[src/rtl/mfda_seq_pkg.sv]
// Shared encodings for the mix stage sequencer: visible phase codes, FSM states
// and the stage-index width helper.
package mfda_seq_pkg;

    typedef enum logic [1:0] {
        PH_IDLE = 2'd0,
        PH_FILL = 2'd1,
        PH_MIX  = 2'd2,
        PH_XFER = 2'd3
    } phase_t;

    typedef enum logic [2:0] {
        ST_IDLE,
        ST_FILL,
        ST_MIX,
        ST_XFER,
        ST_GAP,
        ST_FIN
    } state_t;

    function automatic int stage_w(input int n);
        return (n > 1) ? $clog2(n) : 1;
    endfunction

    function automatic state_t phase_state(input phase_t p);
        case (p)
            PH_FILL: return ST_FILL;
            PH_MIX:  return ST_MIX;
            PH_XFER: return ST_XFER;
            default: return ST_IDLE;
        endcase
    endfunction

endpackage

[src/rtl/mix_stage_sequencer_if.sv]
// Host control / valve-driver bundle of the mix stage sequencer.
// Optional STAGE_PAUSE_EN adds the pause input.
interface mix_stage_sequencer_if
    import mfda_seq_pkg::*;
#(
    parameter int NUM_STAGES = 7,
    parameter int CNT_W      = 16
);
    localparam int SW = stage_w(NUM_STAGES);

    logic                  start;
    logic                  abort;
`ifdef STAGE_PAUSE_EN
    logic                  pause;
`endif
    logic                  cfg_we;
    logic [SW-1:0]         cfg_stage;
    logic [CNT_W-1:0]      cfg_fill;
    logic [CNT_W-1:0]      cfg_mix;
    logic [CNT_W-1:0]      cfg_xfer;
    logic                  busy;
    logic                  done;
    logic                  aborted;
    logic                  cfg_err;
    logic [SW-1:0]         cur_stage;
    logic [1:0]            phase;
    logic [NUM_STAGES-1:0] inlet_valve;
    logic [NUM_STAGES-1:0] mix_pump;
    logic [NUM_STAGES-1:0] outlet_valve;

    modport master (
        output start, abort,
`ifdef STAGE_PAUSE_EN
        output pause,
`endif
        output cfg_we, cfg_stage, cfg_fill, cfg_mix, cfg_xfer,
        input  busy, done, aborted, cfg_err, cur_stage, phase,
        input  inlet_valve, mix_pump, outlet_valve
    );

    modport slave (
        input  start, abort,
`ifdef STAGE_PAUSE_EN
        input  pause,
`endif
        input  cfg_we, cfg_stage, cfg_fill, cfg_mix, cfg_xfer,
        output busy, done, aborted, cfg_err, cur_stage, phase,
        output inlet_valve, mix_pump, outlet_valve
    );

endinterface

[src/rtl/mix_stage_sequencer_phase_timer.sv]
// Down-counter timing one phase: loads N-1, freezes on hold, flags expiry at zero.
module phase_timer #(
    parameter int CNT_W = 16
) (
    input  logic             clk,
    input  logic             rst_n,
    input  logic             load,
    input  logic [CNT_W-1:0] load_val,
    input  logic             hold,
    output logic             expired
);
    logic [CNT_W-1:0] value;

    always_ff @(posedge clk or negedge rst_n) begin
        if (!rst_n) begin
            value <= '0;
        end else if (load) begin
            value <= load_val;
        end else if (!hold && value != '0) begin
            value <= value - CNT_W'(1);
        end
    end

    assign expired = (value == '0);

endmodule

[src/rtl/mix_stage_sequencer.sv]
// Fill/mix/transfer sequencer for a row-staged mixer network.
// Optional STAGE_PAUSE_EN freezes the running phase and drops the pump while pause is high.
module mix_stage_sequencer
    import mfda_seq_pkg::*;
#(
    parameter int NUM_STAGES = 7,
    parameter int CNT_W      = 16,
    parameter int FILL_DEF   = 16,
    parameter int MIX_DEF    = 64,
    parameter int XFER_DEF   = 16
) (
    input  logic clk,
    input  logic rst_n,
    mix_stage_sequencer_if.slave bus
);
    localparam int SW = stage_w(NUM_STAGES);

    logic [CNT_W-1:0]      dur_q [NUM_STAGES][3];
    state_t                state_q, state_n;
    logic [SW-1:0]         stage_q, stage_n;
    phase_t                ph_q, ph_n;
    logic                  busy_q, done_q, aborted_q, cfg_err_q;
    logic [1:0]            phase_q;
    logic [NUM_STAGES-1:0] inlet_q, mix_q, outlet_q, stage_oh;

    logic                  nxt_found;
    logic [SW-1:0]         nxt_stage;
    phase_t                nxt_ph;
    logic [CNT_W-1:0]      nxt_len;
    int                    from_lin;
    logic [1:0]            ph_idx;
    logic                  tmr_load, tmr_expired, paused, adv, abort_acc, cfg_bad;
    logic [CNT_W-1:0]      tmr_val;

    assign abort_acc = bus.abort && (state_q != ST_IDLE);
    assign cfg_bad   = busy_q || (int'(bus.cfg_stage) >= NUM_STAGES);
    assign ph_idx    = ph_q - 2'd1;
    assign stage_oh  = NUM_STAGES'(1) << stage_n;

`ifdef STAGE_PAUSE_EN
    assign paused       = bus.pause;
    assign bus.mix_pump = mix_q & {NUM_STAGES{~bus.pause}};
`else
    assign paused       = 1'b0;
    assign bus.mix_pump = mix_q;
`endif
    assign adv = tmr_expired & ~paused;

    phase_timer #(.CNT_W(CNT_W)) u_timer (
        .clk      (clk),
        .rst_n    (rst_n),
        .load     (tmr_load),
        .load_val (tmr_val),
        .hold     (paused),
        .expired  (tmr_expired)
    );

    // Phases are ordered stage*3+phase; the next one to run is the first non-zero duration after the current position.
    assign from_lin = (state_q == ST_IDLE) ? -1 : int'(stage_q) * 3 + int'(ph_q) - 1;

    always_comb begin
        // NOTE: every signal assigned here gets a default first; a path that skips an assignment would infer a latch.
        nxt_found = 1'b0;
        nxt_stage = '0;
        nxt_ph    = PH_FILL;
        nxt_len   = '0;
        for (int s = 0; s < NUM_STAGES; s++) begin
            for (int p = 0; p < 3; p++) begin
                if (!nxt_found && (s * 3 + p) > from_lin && dur_q[s][p] != '0) begin
                    nxt_found = 1'b1;
                    nxt_stage = SW'(s);
                    nxt_ph    = phase_t'(2'(p + 1));
                    nxt_len   = dur_q[s][p] - CNT_W'(1);
                end
            end
        end
    end

    always_comb begin
        state_n  = state_q;
        stage_n  = stage_q;
        ph_n     = ph_q;
        tmr_load = 1'b0;
        tmr_val  = '0;
        case (state_q)
            ST_IDLE: begin
                if (bus.start) begin
                    if (nxt_found) begin
                        state_n  = phase_state(nxt_ph);
                        stage_n  = nxt_stage;
                        ph_n     = nxt_ph;
                        tmr_load = 1'b1;
                        tmr_val  = nxt_len;
                    end else begin
                        state_n = ST_FIN;
                    end
                end
            end
            ST_FILL, ST_MIX, ST_XFER: begin
                if (adv) begin
                    if (!nxt_found) begin
                        state_n = ST_FIN;
                    end else if (nxt_stage == stage_q) begin
                        state_n  = phase_state(nxt_ph);
                        ph_n     = nxt_ph;
                        tmr_load = 1'b1;
                        tmr_val  = nxt_len;
                    end else begin
                        // Crossing into another stage always costs one dead cycle so valves never overlap.
                        state_n = ST_GAP;
                        stage_n = nxt_stage;
                        ph_n    = nxt_ph;
                    end
                end
            end
            ST_GAP: begin
                state_n  = phase_state(ph_q);
                tmr_load = 1'b1;
                tmr_val  = dur_q[stage_q][ph_idx] - CNT_W'(1);
            end
            default: state_n = ST_IDLE;
        endcase
        if (abort_acc) begin
            state_n  = ST_IDLE;
            tmr_load = 1'b0;
        end
        if (state_n == ST_IDLE) begin
            stage_n = '0;
            ph_n    = PH_IDLE;
        end
    end

    // NOTE: sequential state uses non-blocking assignments so every register samples pre-edge values.
    always_ff @(posedge clk or negedge rst_n) begin
        if (!rst_n) begin
            state_q   <= ST_IDLE;
            stage_q   <= '0;
            ph_q      <= PH_IDLE;
            busy_q    <= 1'b0;
            done_q    <= 1'b0;
            aborted_q <= 1'b0;
            cfg_err_q <= 1'b0;
            phase_q   <= 2'd0;
            inlet_q   <= '0;
            mix_q     <= '0;
            outlet_q  <= '0;
        end else begin
            state_q   <= state_n;
            stage_q   <= stage_n;
            ph_q      <= ph_n;
            busy_q    <= (state_n != ST_IDLE);
            done_q    <= (state_n == ST_FIN);
            aborted_q <= abort_acc;
            cfg_err_q <= bus.cfg_we && cfg_bad;
            phase_q   <= (state_n == ST_FILL || state_n == ST_MIX || state_n == ST_XFER) ? ph_n : PH_IDLE;
            inlet_q   <= (state_n == ST_FILL) ? stage_oh : '0;
            mix_q     <= (state_n == ST_MIX)  ? stage_oh : '0;
            outlet_q  <= (state_n == ST_XFER) ? stage_oh : '0;
        end
    end

    always_ff @(posedge clk or negedge rst_n) begin
        if (!rst_n) begin
            // NOTE: the duration table is reset because its defaults are part of the block's behaviour.
            for (int s = 0; s < NUM_STAGES; s++) begin
                dur_q[s][0] <= CNT_W'(FILL_DEF);
                dur_q[s][1] <= CNT_W'(MIX_DEF);
                dur_q[s][2] <= CNT_W'(XFER_DEF);
            end
        end else if (bus.cfg_we && !cfg_bad) begin
            dur_q[bus.cfg_stage][0] <= bus.cfg_fill;
            dur_q[bus.cfg_stage][1] <= bus.cfg_mix;
            dur_q[bus.cfg_stage][2] <= bus.cfg_xfer;
        end
    end

    assign bus.busy         = busy_q;
    assign bus.done         = done_q;
    assign bus.aborted      = aborted_q;
    assign bus.cfg_err      = cfg_err_q;
    assign bus.cur_stage    = stage_q;
    assign bus.phase        = phase_q;
    assign bus.inlet_valve  = inlet_q;
    assign bus.outlet_valve = outlet_q;

endmodule

[src/flat_wrapper.sv]
// flat-port wrapper written by rule: the top's interface ports become plain ports
module mix_stage_sequencer_flat import mfda_seq_pkg::*;
#(
    parameter int NUM_STAGES = 7,
    parameter int CNT_W      = 16,
    parameter int FILL_DEF   = 16,
    parameter int MIX_DEF    = 64,
    parameter int XFER_DEF   = 16
)
  (clk, rst_n, bus_start, bus_abort, bus_cfg_we, bus_cfg_stage, bus_cfg_fill, bus_cfg_mix, bus_cfg_xfer, bus_busy, bus_done, bus_aborted, bus_cfg_err, bus_cur_stage, bus_phase, bus_inlet_valve, bus_mix_pump, bus_outlet_valve);
  mix_stage_sequencer_if #(.NUM_STAGES(NUM_STAGES), .CNT_W(CNT_W)) bus_i ();
  input  logic clk;
  input  logic rst_n;
  input wire logic [$bits(bus_i.start)-1:0] bus_start;
  input wire logic [$bits(bus_i.abort)-1:0] bus_abort;
  input wire logic [$bits(bus_i.cfg_we)-1:0] bus_cfg_we;
  input wire logic [$bits(bus_i.cfg_stage)-1:0] bus_cfg_stage;
  input wire logic [$bits(bus_i.cfg_fill)-1:0] bus_cfg_fill;
  input wire logic [$bits(bus_i.cfg_mix)-1:0] bus_cfg_mix;
  input wire logic [$bits(bus_i.cfg_xfer)-1:0] bus_cfg_xfer;
  output wire logic [$bits(bus_i.busy)-1:0] bus_busy;
  output wire logic [$bits(bus_i.done)-1:0] bus_done;
  output wire logic [$bits(bus_i.aborted)-1:0] bus_aborted;
  output wire logic [$bits(bus_i.cfg_err)-1:0] bus_cfg_err;
  output wire logic [$bits(bus_i.cur_stage)-1:0] bus_cur_stage;
  output wire logic [$bits(bus_i.phase)-1:0] bus_phase;
  output wire logic [$bits(bus_i.inlet_valve)-1:0] bus_inlet_valve;
  output wire logic [$bits(bus_i.mix_pump)-1:0] bus_mix_pump;
  output wire logic [$bits(bus_i.outlet_valve)-1:0] bus_outlet_valve;
  assign bus_i.start = bus_start;
  assign bus_i.abort = bus_abort;
  assign bus_i.cfg_we = bus_cfg_we;
  assign bus_i.cfg_stage = bus_cfg_stage;
  assign bus_i.cfg_fill = bus_cfg_fill;
  assign bus_i.cfg_mix = bus_cfg_mix;
  assign bus_i.cfg_xfer = bus_cfg_xfer;
  assign bus_busy = bus_i.busy;
  assign bus_done = bus_i.done;
  assign bus_aborted = bus_i.aborted;
  assign bus_cfg_err = bus_i.cfg_err;
  assign bus_cur_stage = bus_i.cur_stage;
  assign bus_phase = bus_i.phase;
  assign bus_inlet_valve = bus_i.inlet_valve;
  assign bus_mix_pump = bus_i.mix_pump;
  assign bus_outlet_valve = bus_i.outlet_valve;
  mix_stage_sequencer #(.NUM_STAGES(NUM_STAGES), .CNT_W(CNT_W), .FILL_DEF(FILL_DEF), .MIX_DEF(MIX_DEF), .XFER_DEF(XFER_DEF)) u_core (.clk(clk), .rst_n(rst_n), .bus(bus_i));
endmodule
[config.mk]
export PLATFORM = sky130hd
export DESIGN_NAME = mix_stage_sequencer_flat
export DESIGN_NICKNAME = d
export VERILOG_FILES = /design/src/rtl/mfda_seq_pkg.sv /design/src/rtl/mix_stage_sequencer_if.sv /design/src/rtl/mix_stage_sequencer_phase_timer.sv /design/src/rtl/mix_stage_sequencer.sv /design/src/flat_wrapper.sv
export SDC_FILE = /design/constraint.sdc
export NUM_CORES = 1
export LEC_CHECK = 0
export ABC_AREA = 1
export CAP_MARGIN = 15
export CORE_ASPECT_RATIO = 0.5
export CORE_MARGIN = 8
export CORE_UTILIZATION = 26
export CTS_CLUSTER_SIZE = 12
export DETAILED_ROUTE_END_ITERATION = 12
export HOLD_SLACK_MARGIN = 0.15
export PLACE_DENSITY_LB_ADDON = 0.08
export REMOVE_ABC_BUFFERS = 1
export SLEW_MARGIN = 20
export SYNTH_ARGS = -nofsm -noshare
export SYNTH_HDL_FRONTEND = slang
export SYNTH_HIERARCHICAL = 1
export SYNTH_SLANG_ARGS = --single-unit
[constraint.sdc]
create_clock -name clk -period 15.4 [get_ports clk]
set_input_delay 2.31 -clock clk [delete_from_list [all_inputs] [get_ports clk]]
set_output_delay 2.31 -clock clk [all_outputs]
set_load 0.02 [all_outputs]
* After elaboration in Yosys (flattened, before gate mapping) *
Index checks and enable logic that the tools add are counted.

storage, ports and cells
  register bits = 387
  bits in latches = 0
  RAM bits = 0
  bits in read-only memories = 0
  input port bits = 56
  output and inout port bits = 30
  memories kept = 0

cells by class
  $add $sub $neg = 26
  multiply operators = 1
  div/mod/pow operators = 0
  order comparisons = 26
  eq/ne operators = 15
  shifts and indexed selects = 1
  multiplexer cells = 136
  bitwise logic cells = 3
  reductions and logical operators = 98

operators by type and width
  operator                                                                         number
  336-bit bitwise mux                                                              3
  16-bit 2-to-1 mux                                                                31
  48-bit demux with 3-bit select                                                   3
  16-bit by 1-bit subtractor with 16-bit output, second input constant             23
  16-bit nonzero test                                                              22
  5-bit by 32-bit greater-than comparator with 1-bit output, first input constant  8
  6-bit by 32-bit greater-than comparator with 1-bit output, first input constant  5
  48-bit binary-select mux with 3-bit select                                       1
  48-bit 2-to-1 mux                                                                3
  4-bit by 32-bit greater-than comparator with 1-bit output, first input constant  4
  3-bit by 32-bit greater-than comparator with 1-bit output, first input constant  2
  32-bit 2-to-1 mux                                                                2
  3-bit 2-to-1 mux                                                                 21
  2-bit 2-to-1 mux                                                                 31
  16-bit one-hot mux with 3 select lines                                           1
  1-bit logical AND                                                                45
  32-bit by 3-bit adder with 32-bit output                                         1
  16-bit binary-select mux with 2-bit select                                       1
  1-bit by 32-bit greater-than comparator with 1-bit output, first input constant  1
  2-bit by 32-bit greater-than comparator with 1-bit output, first input constant  1
  32-bit by 2-bit subtractor with 32-bit output, second input constant             1
  1-bit 2-to-1 mux                                                                 30
  1-bit zero test                                                                  21
  7-bit 2-to-1 mux                                                                 3
  other kinds (25)                                                                 42

* Depth between registers and ports, before layout *
Gate-level depths: netlist (run 1).

  depth after elaboration = 98
  mapped depth = 50
  gate-level depth less buffers = 44

* Cells and area by module *
The synthesis (run 1) kept the hierarchy.

modules (own cells, without submodules)
  module               times used  cells an instance  area each (um2)  sequential area each (um2)
  mix_stage_sequencer  1           3803               26639.3          9310.2
  phase_timer          1           186                1179.9           400.4

* Worst setup path after synthesis (run 1) *
OpenSTA, ideal clock, no wires.

  path type = register to register
  start point = register u_core.stage_q[0], in the netlist u_core/bus.cur_stage[0]
  end point = register u_core.u_timer.value[14]
  arrival = 6.607 ns
  setup slack = 8.674 ns
  stages on the path, launching flop included = 42
  cell sequence = dfrtp_1 -> clkbuf_1 -> inv_1 -> clkbuf_1 -> clkbuf_1 -> buf_1 -> clkbuf_1 -> clkbuf_1 -> ha_1 -> inv_1 -> fa_1 -> fa_1 -> nand3_1 -> nand2_1 -> nand2_1 -> nand3_1 -> nor2_4 -> nand3_1 -> [... 6 more ...] -> nor2_4 -> nand4_2 -> nor2_4 -> nand4_2 -> nor2_2 -> nand3_2 -> nand3_1 -> nand2_2 -> nand2_2 -> inv_1 -> o21ai_2 -> a211oi_1 -> buf_2 -> inv_2 -> clkbuf_1 -> nand2_2 -> nand3_1 -> nand2_1

on the way
  longest elaborated chain between the ends = 94
  elaborated cells on any way between the ends = 170
  classes of those cells = add/sub: 3; mul: 1; order compare: 21; eq/ne: 1; mux: 81; bitwise: 1; reduce/logical: 62

RTL lines
  element                                                    RTL line                               text
  start: declaration                                         mix_stage_sequencer.sv:20              logic [SW-1:0] stage_q, stage_n;
  start signal: assignment                                   mix_stage_sequencer.sv:149             stage_q <= stage_n;
  3-bit by 2-bit multiplier with 5-bit output                mix_stage_sequencer.sv:59              assign from_lin = (state_q == ST_IDLE) ? -1 : int'(stage_q) * 3 + int'(ph_q) - 1;
  32-bit by 3-bit adder with 32-bit output                   mix_stage_sequencer.sv:59
  32-bit by 2-bit subtractor with 32-bit output              mix_stage_sequencer.sv:59
  32-bit 2-to-1 mux                                          mix_stage_sequencer.sv:59
  1-bit by 32-bit greater-than comparator with 1-bit output  mix_stage_sequencer.sv:69              if (!nxt_found && (s * 3 + p) > from_lin && dur_q[s][p] != '0) begin
  1-bit logical AND                                          mix_stage_sequencer.sv:69
  1-bit 2-to-1 mux                                           mix_stage_sequencer.sv:69
  1-bit zero test                                            mix_stage_sequencer.sv:69
  [... 79 more ...]                                          -
  3-bit == test                                              mix_stage_sequencer.sv:103             end else if (nxt_stage == stage_q) begin
  1-bit 2-to-1 mux                                           mix_stage_sequencer.sv:103
  1-bit 2-to-1 mux                                           mix_stage_sequencer.sv:101             if (!nxt_found) begin
  1-bit 2-to-1 mux                                           mix_stage_sequencer.sv:100             if (adv) begin
  1-bit one-hot mux with 3 select lines (*)                  mix_stage_sequencer.sv:85              case (state_q)
  1-bit 2-to-1 mux (*)                                       mix_stage_sequencer.sv:123             if (abort_acc) begin
  via u_core.tmr_load                                        mix_stage_sequencer.sv:32              logic tmr_load, tmr_expired, paused, adv, abort_acc, cfg_bad;
  16-bit 2-to-1 mux or 2-bit nonzero test (tied branches)    -
  end signal: assignment                                     mix_stage_sequencer_phase_timer.sv:18  value <= load_val;
  end signal: assignment                                     mix_stage_sequencer_phase_timer.sv:20  value <= value - CNT_W'(1);
  end: declaration                                           mix_stage_sequencer_phase_timer.sv:12  logic [CNT_W-1:0] value;

Mark *: on every way through the listed nets, which the timed path passes. The rest lies on a longest branch. The select of a mux whose other input is x is not followed.
A chain may end at the register's enable or synchronous reset.

* Worst setup path in the final report (run 1) *
  start point = register u_core.stage_q[0], in the netlist u_core/bus.cur_stage[0]
  end point = register u_core.u_timer.value[12]

Same word-level chain as after synthesis.

==> flow_summary.json, run 1 <==
{
  "p_leak_uw": 0.0139,
  "grt_max_degree": 92,
  "outcome": "finished, final reports clean",
  "hp-class": "reg -> reg",
  "ys_seq_area_share_pct": 34.9,
  "finalNetCount": 4107,
  "r2r_cells": 37,
  "syn_area_mm2": 0.0278,
  "ant_nets": 0,
  "vias_per_cell": 5.10,
  "drt-initial-drc-count": 2956,
  "period_share_pct": 54.3,
  "r2r-end": "u_core/u_timer/value[12]",
  "arrival_ns": 8.88,
  "firstDrtPassIters": 6,
  "fin_area_mm2": 0.0319,
  "cp_slowest_stage_delay_ns": 0.93,
  "cts-hold-fix-buffers": 0,
  "grt-ovfl-total": 0,
  "dpl_cell_area_mm2": 0.0303,
  "cts_buffers": 46,
  "rsz0062_at_grt": "false",
  "critical_path_class": "reg -> reg",
  "cp_top_family": "simple AND/OR/NAND/NOR gates",
  "switchingPower_uw": 4390,
  "async_flop_share_pct": 100,
  "drive_gt1_share_pct": 8.91,
  "setup-tns-final_ns": 0,
  "dieArea_mm2": 0.118,
  "cpMaxStageDelayCell": "nor4_1",
  "fin_crit_ns": 8.36,
  "finalHoldViolCount": 0,
  "yosysUniqueCellTypes": 72,
  "post-place-ws_ns": 6.90,
  "antenna_found_initial": 4,
  "diodes": 0,
  "root_buffer": "clkbuf_16",
  "die_height_um": 247,
  "dr_wl_met2_mm": 52.4,
  "start_util_pct": 26.3,
  "cts_tree": "built",
  "ios": 86,
  "post_cts_resized": 0,
  "h-tree-depth": 2,
  "finalClockSkew_ns": 0.0327,
  "synth-edff-count": 0,
  "drc": 0,
  "gp_congestion": 0.896,
  "synth_seq_cells": 387,
  "post_cts_buffers": 0,
  "hpwl_mm": 104,
  "relSlewSlack_pct": 20.7,
  "whs_path_depth": 2,
  "insertion_delay_ns": 0.64,
  "routed_wirelength_mm": 134,
  "slew_viol_final": 0,
  "cp.required_ns": 15.92,
  "setup_ws_ns": 7.04,
  "yosys_warnings": 6,
  "dr_total_vias": 27906,
  "tightest_slew_ns": 1.18,
  "wl_per_cell_um": 24.6,
  "reg2reg_from": "u_core/bus.cur_stage[0]",
  "clockBufferDepth": 3,
  "dr.max_layer_used": "met5",
  "track_usage_pct": 22.0,
  "netSwitchingFraction_pct": 55.1,
  "dr_wl_met3_mm": 11.1,
  "core_mm2": 0.106,
  "worst-path-buf-inv": 8,
  "cp_common_cell": "nand2_1",
  "area_growth_syn_to_layout_pct": 14.5,
  "min_to": "u_core/u_timer/value[0]",
  "grt_pass1_vias": 26491,
  "cp_max_fo": 36,
  "peakVddDrop_mv": 0.0943,
  "grt_pass1_wl_mm": 192,
  "finalSetupViolCount": 0,
  "p_per_area_mw_per_mm2": 250,
  "max_freq_mhz": 120,
  "io_buffer_count": 85,
  "drv_cap": 0,
  "min_from": "u_core/u_timer/value[0]",
  "syn_inst": 3989,
  "clkTransAtPathRegs_ns": 0.07,
  "pwr-share-comb_pct": 59.0,
  "rrSetupSlack_ns": 7.04,
  "clkSinkCount": 387,
  "drt-met1-wl_mm": 67.9,
  "power_frac_seq_pct": 26.3,
  "synth_area_per_cell_um2": 6.97,
  "endpoint_kind": "flip-flop",
  "clkPwrFrac_pct": 14.7,
  "p_int_uw": 3580,
  "critPathLaunchType": "flip-flop",
  "rows": 84,
  "ys.flop_type": "dfrtp_1",
  "die_w_um": 479
}
## tightest hold or removal path: stages (launching register included)
cell,delay (ns)
dfrtp_1,0.35
nand3_1,0.08
nand3_1,0.08
## cell usage after synthesis (all sizes together), types with 14 or more instances
cell type / count / area (um2)
nand2: 904 / 3450
nand4: 44 / 347
a21oi: 214 / 1090
dfrtp: 366 / 9160
dfstp: 21 / 552
o211ai: 54 / 405
or2: 16 / 100
nand3: 206 / 1070
clkbuf: 143 / 537
nor4: 14 / 106
o221ai: 27 / 236
inv: 497 / 1870
xnor2: 18 / 158
ha: 35 / 438
buf: 27 / 138
o21ai: 613 / 3090
xor2: 211 / 1850
a31oi: 29 / 181
nor3: 93 / 507
mux2: 50 / 563
nor2: 325 / 1350
## layout make-up
type	instances	area, um2
fill	11630	73800
timing repair buffer	145	1310
sequential	387	9720
multi-input combinational	2931	15600
tap	1419	1780
clock buffer	66	1370
clock inverter	19	178
inverter	503	1900
## kinds of logic (layout without fill, tap and decap cells)
kind of cell,after synthesis,count (layout),synth area share [%]
simple gates,1621,1621,25.4
other cells,1,3,0.0135
mux,51,51,2.06
xor+xnor,229,229,7.21
compound gates,990,990,19.5
fa+ha+maj,37,37,1.72
flops,387,387,34.9
buf+inv,673,733,9.23
## sequential cells by signal, summed over array words and instances, names as in the netlist
register,count
u_core/bus.cur_stage,3
u_core/bus.cfg_err,1
u_core/bus.inlet_valve,7
u_core/bus.mix_pump,7
u_core/bus.done,1
u_core/dur_q,336
u_core/u_timer/value,16
u_core/bus.busy,1
u_core/ph_q,2
u_core/state_q,3
u_core/bus.aborted,1
u_core/bus.outlet_valve,7
u_core/bus.phase,2
## metrics by stage
stage          instances  utilization [%]  total power [uW]  hold slack (ns)
4_1_cts             5470             30.2              7930            0.534
2_1_floorplan       3821                -              4800            0.492
6_report            5470             30.2              7970            0.534
3_5_place_dp        5385             28.7              6700            0.517
5_1_grt             5470             30.2              8560            0.566
3_3_place_gp        5385             28.7              6720            0.507
## power groups by stage
stage               Combinational [uW]  Sequential (uW)  Clock [uW]
detailed placement                4610             2090           0
CTS                               4640             2080        1210
global placement                  4630             2090           0
finish                            4700             2100        1170
floorplan                         2850             1950           0
global route                      5150             2160        1250
## layout by cell type, fill, tap and decap left out, types with 35 or more instances in the layout
cell type | synthesis | routed
dfrtp_1 | 366 | 363
xor2_1 | 211 | 211
a21oi_1 | 211 | 211
ha_1 | 35 | 35
nand3_1 | 199 | 199
inv_1 | 461 | 458
inv_2 | 34 | 36
o211ai_1 | 54 | 54
mux2_2 | 50 | 50
nand2_1 | 890 | 890
buf_4 | 1 | 60
nor2_1 | 293 | 285
clkbuf_16 | 0 | 46
clkdlybuf4s50_1 | 0 | 84
o21ai_0 | 601 | 600
nor3_1 | 86 | 85
## worst max-delay path by stage
stage | cells after the start | start | endpoint
2_1_floorplan | 35 | u_core/bus.cur_stage[0] | u_core/u_timer/value[12]
3_3_place_gp | 37 | u_core/bus.cur_stage[0] | u_core/u_timer/value[14]
3_5_place_dp | 37 | u_core/bus.cur_stage[0] | u_core/u_timer/value[12]
4_1_cts | 37 | u_core/bus.cur_stage[0] | u_core/u_timer/value[12]
5_1_grt | 37 | u_core/bus.cur_stage[0] | u_core/u_timer/value[12]
6_report | 37 | u_core/bus.cur_stage[0] | u_core/u_timer/value[12]
## metal layers
metal  vias up  global-route usage (%)
li1      13173                       -
met1     13602                    33.8
met2       990                    30.7
met3       139                    4.97
met4         2                    4.86
met5         -                       0
No activity file was read; power rests on OpenSTA's default activity.
==> inputs of run 2 (changes only) <==
- clock period: 15.4 -> 6.95 ns (I/O delays scaled with it)
==> run 2 against run 1 <==
Net effect: cell area increased by 0.73%; utilization rose by 0.22 points; critical path depth shrank 2; maximum frequency increased by 27%; global-route usage down 0.19 points; sequential power rose by 120%; routed wire length is 1.0% lower; register-to-register slack got worse by 6.7 ns; largest cell class unchanged; largest power group unchanged.
==> flow_summary.json, run 2 (synthesis results as in run 1) <==
{
  "register_area_mm2": 0.00972,
  "ios": 86,
  "finalNetCount": 4131,
  "slew_viol_final": 0,
  "rrSetupSlack_ns": 0.36,
  "die_height_um": 247,
  "ant_nets": 0,
  "final_cell_mix": "890 x nand2_1, 601 x o21ai_0, 458 x inv_1",
  "critical_path_class": "reg -> reg",
  "routed_wirelength_mm": 133,
  "drt-initial-drc-count": 2820,
  "num-fill-cells": 11595,
  "cp-startpoint": "u_core/bus.cur_stage[0]",
  "switchingPower_uw": 9480,
  "grt_pass1_vias": 26363,
  "reg2reg_from": "u_core/bus.cur_stage[0]",
  "firstDrtPassIters": 6,
  "endpoint_kind": "flip-flop",
  "clockBufferDepth": 3,
  "wl_per_cell_um": 24.2,
  "power_frac_seq_pct": 25.7,
  "post_cts_buffers": 0,
  "start_util_pct": 26.3,
  "dr_total_vias": 27952,
  "cts-hold-fix-buffers": 0,
  "grt_max_degree": 112,
  "io_buffer_count": 85,
  "setup-tns-final_ns": 0,
  "cp.required_ns": 7.51,
  "cp_max_fo": 14,
  "rsz0062_at_grt": "false",
  "p_leak_uw": 0.0141,
  "core_mm2": 0.106,
  "rows": 84,
  "vias_per_cell": 5.09,
  "area_growth_syn_to_layout_pct": 15.4,
  "finalSetupViolCount": 0,
  "drive_gt1_share_pct": 9.28,
  "largest_reg_flops": 336,
  "drv_cap": 0,
  "fin_crit_ns": 6.59,
  "clkSinkCount": 387,
  "post_cts_resized": 0,
  "die_w_um": 479,
  "cpMaxStageDelayCell": "nor4_1",
  "cp_slowest_stage_delay_ns": 0.75,
  "arrival_ns": 7.16,
  "r2r-end": "u_core/u_timer/value[4]",
  "h-tree-depth": 2,
  "cts_buffers": 45,
  "finalClockSkew_ns": 0.0467,
  "multiInputGateArea_mm2": 0.0156,
  "p_per_area_mw_per_mm2": 548,
  "layout.cells.most_common": "nand2_1",
  "hp-class": "in -> async",
  "period_share_pct": 94.9,
  "peakVddDrop_mv": 0.276,
  "gp_congestion": 0.951,
  "grt-ovfl-total": 0,
  "clkPwrFrac_pct": 15.0,
  "outcome": "finished, final reports clean",
  "largest-register": "u_core/dur_q",
  "track_usage_pct": 21.8,
  "p_int_uw": 8110,
  "finalHoldViolCount": 0,
  "hpwl_mm": 103,
  "netSwitchingFraction_pct": 53.9,
  "clkTransAtPathRegs_ns": 0.06,
  "largestRegisters": "u_core/dur_q x336, u_core/u_timer/value x16",
  "dpl_cell_area_mm2": 0.0305,
  "critPathLaunchType": "flip-flop",
  "max_freq_mhz": 152,
  "dieArea_mm2": 0.118,
  "cp_common_cell": "nand2_1",
  "tightest_slew_ns": 1.12,
  "grt_pass1_wl_mm": 191,
  "drc": 0,
  "relSlewSlack_pct": 24.9,
  "antenna_found_initial": 2,
  "pwr-share-comb_pct": 59.3,
  "insertion_delay_ns": 0.63,
  "cts_tree": "built",
  "root_buffer": "clkbuf_16",
  "fin_area_mm2": 0.0321,
  "r2r_cells": 35
}
## run 2: changes by cell type in the layout (fill, tap and decap cells not counted), sizes merged
cell	previous run	this run
buf	61	86
bufinv	1	5
clkbuf	66	69
clkinv	21	12
clkinvlp	1	0
diode	0	2
## run 2: power by group through the flow
stage | combinational (uW) | sequential, uW | clock (uW)
2_1_floorplan | 6320 | 4320 | 0
3_3_place_gp | 10300 | 4540 | 0
3_5_place_dp | 10200 | 4530 | 0
4_1_cts | 10300 | 4500 | 2720
5_1_grt | 11400 | 4690 | 2800
6_report | 10400 | 4530 | 2640
## run 2: through the flow
stage	total power [uW]	util (%)	hold slack, ns	instances	worst slack [ns]
after CTS	17500	30.4	0.445	5492	0.288
after detailed placement	14800	28.9	0.527	5410	0.315
after floorplan	10600	-	0.492	3821	-3.74
after global placement	14800	28.9	0.523	5410	0.331
after global routing	18900	30.4	0.449	5492	0.0984
final	17600	30.4	0.404	5494	0.356
## run 2: routing by layer
layer  up-vias  global-route usage (%)  wire length, um
met5         -                    1.22              238
met3       122                    5.62            11200
met4         6                    4.40             2610
li1      13271                       -                -
met1     13566                    33.3            67300
met2       987                    30.3            51800
## run 2: worst max path at each step
stage / to / slack [ns] / cells past startpoint
2_1_floorplan: u_core/u_timer/value[12] / -3.74 / 35
3_3_place_gp: u_core/u_timer/value[4] / 0.33 / 34
3_5_place_dp: u_core/u_timer/value[4] / 0.32 / 34
4_1_cts: u_core/u_timer/value[4] / 0.29 / 34
5_1_grt: u_core/u_timer/value[4] / 0.1 / 35
6_report: u_core/u_timer/value[4] / 0.36 / 35
## run 2: critical path, delay by kind of cell (launching register included)
family	cells	cell delay [ns]
buf+inv	5	0.61
simple gates	18	2.65
fa+ha+maj	3	0.87
flops	1	0.53
xor+xnor	2	0.30
compound gates	7	1.58
## run 2: layout make-up
| class | instances | area share (%) |
|---|---|---|
| diodes | 2 | 0.0156 |
| clock buffers | 69 | 4.16 |
| clock inverters | 13 | 0.616 |
| inverters | 503 | 5.91 |
| multi-input cells | 2931 | 48.7 |
| flip-flops and latches | 387 | 30.3 |
| well taps | 1419 | 5.53 |
| repair buffers | 170 | 4.81 |
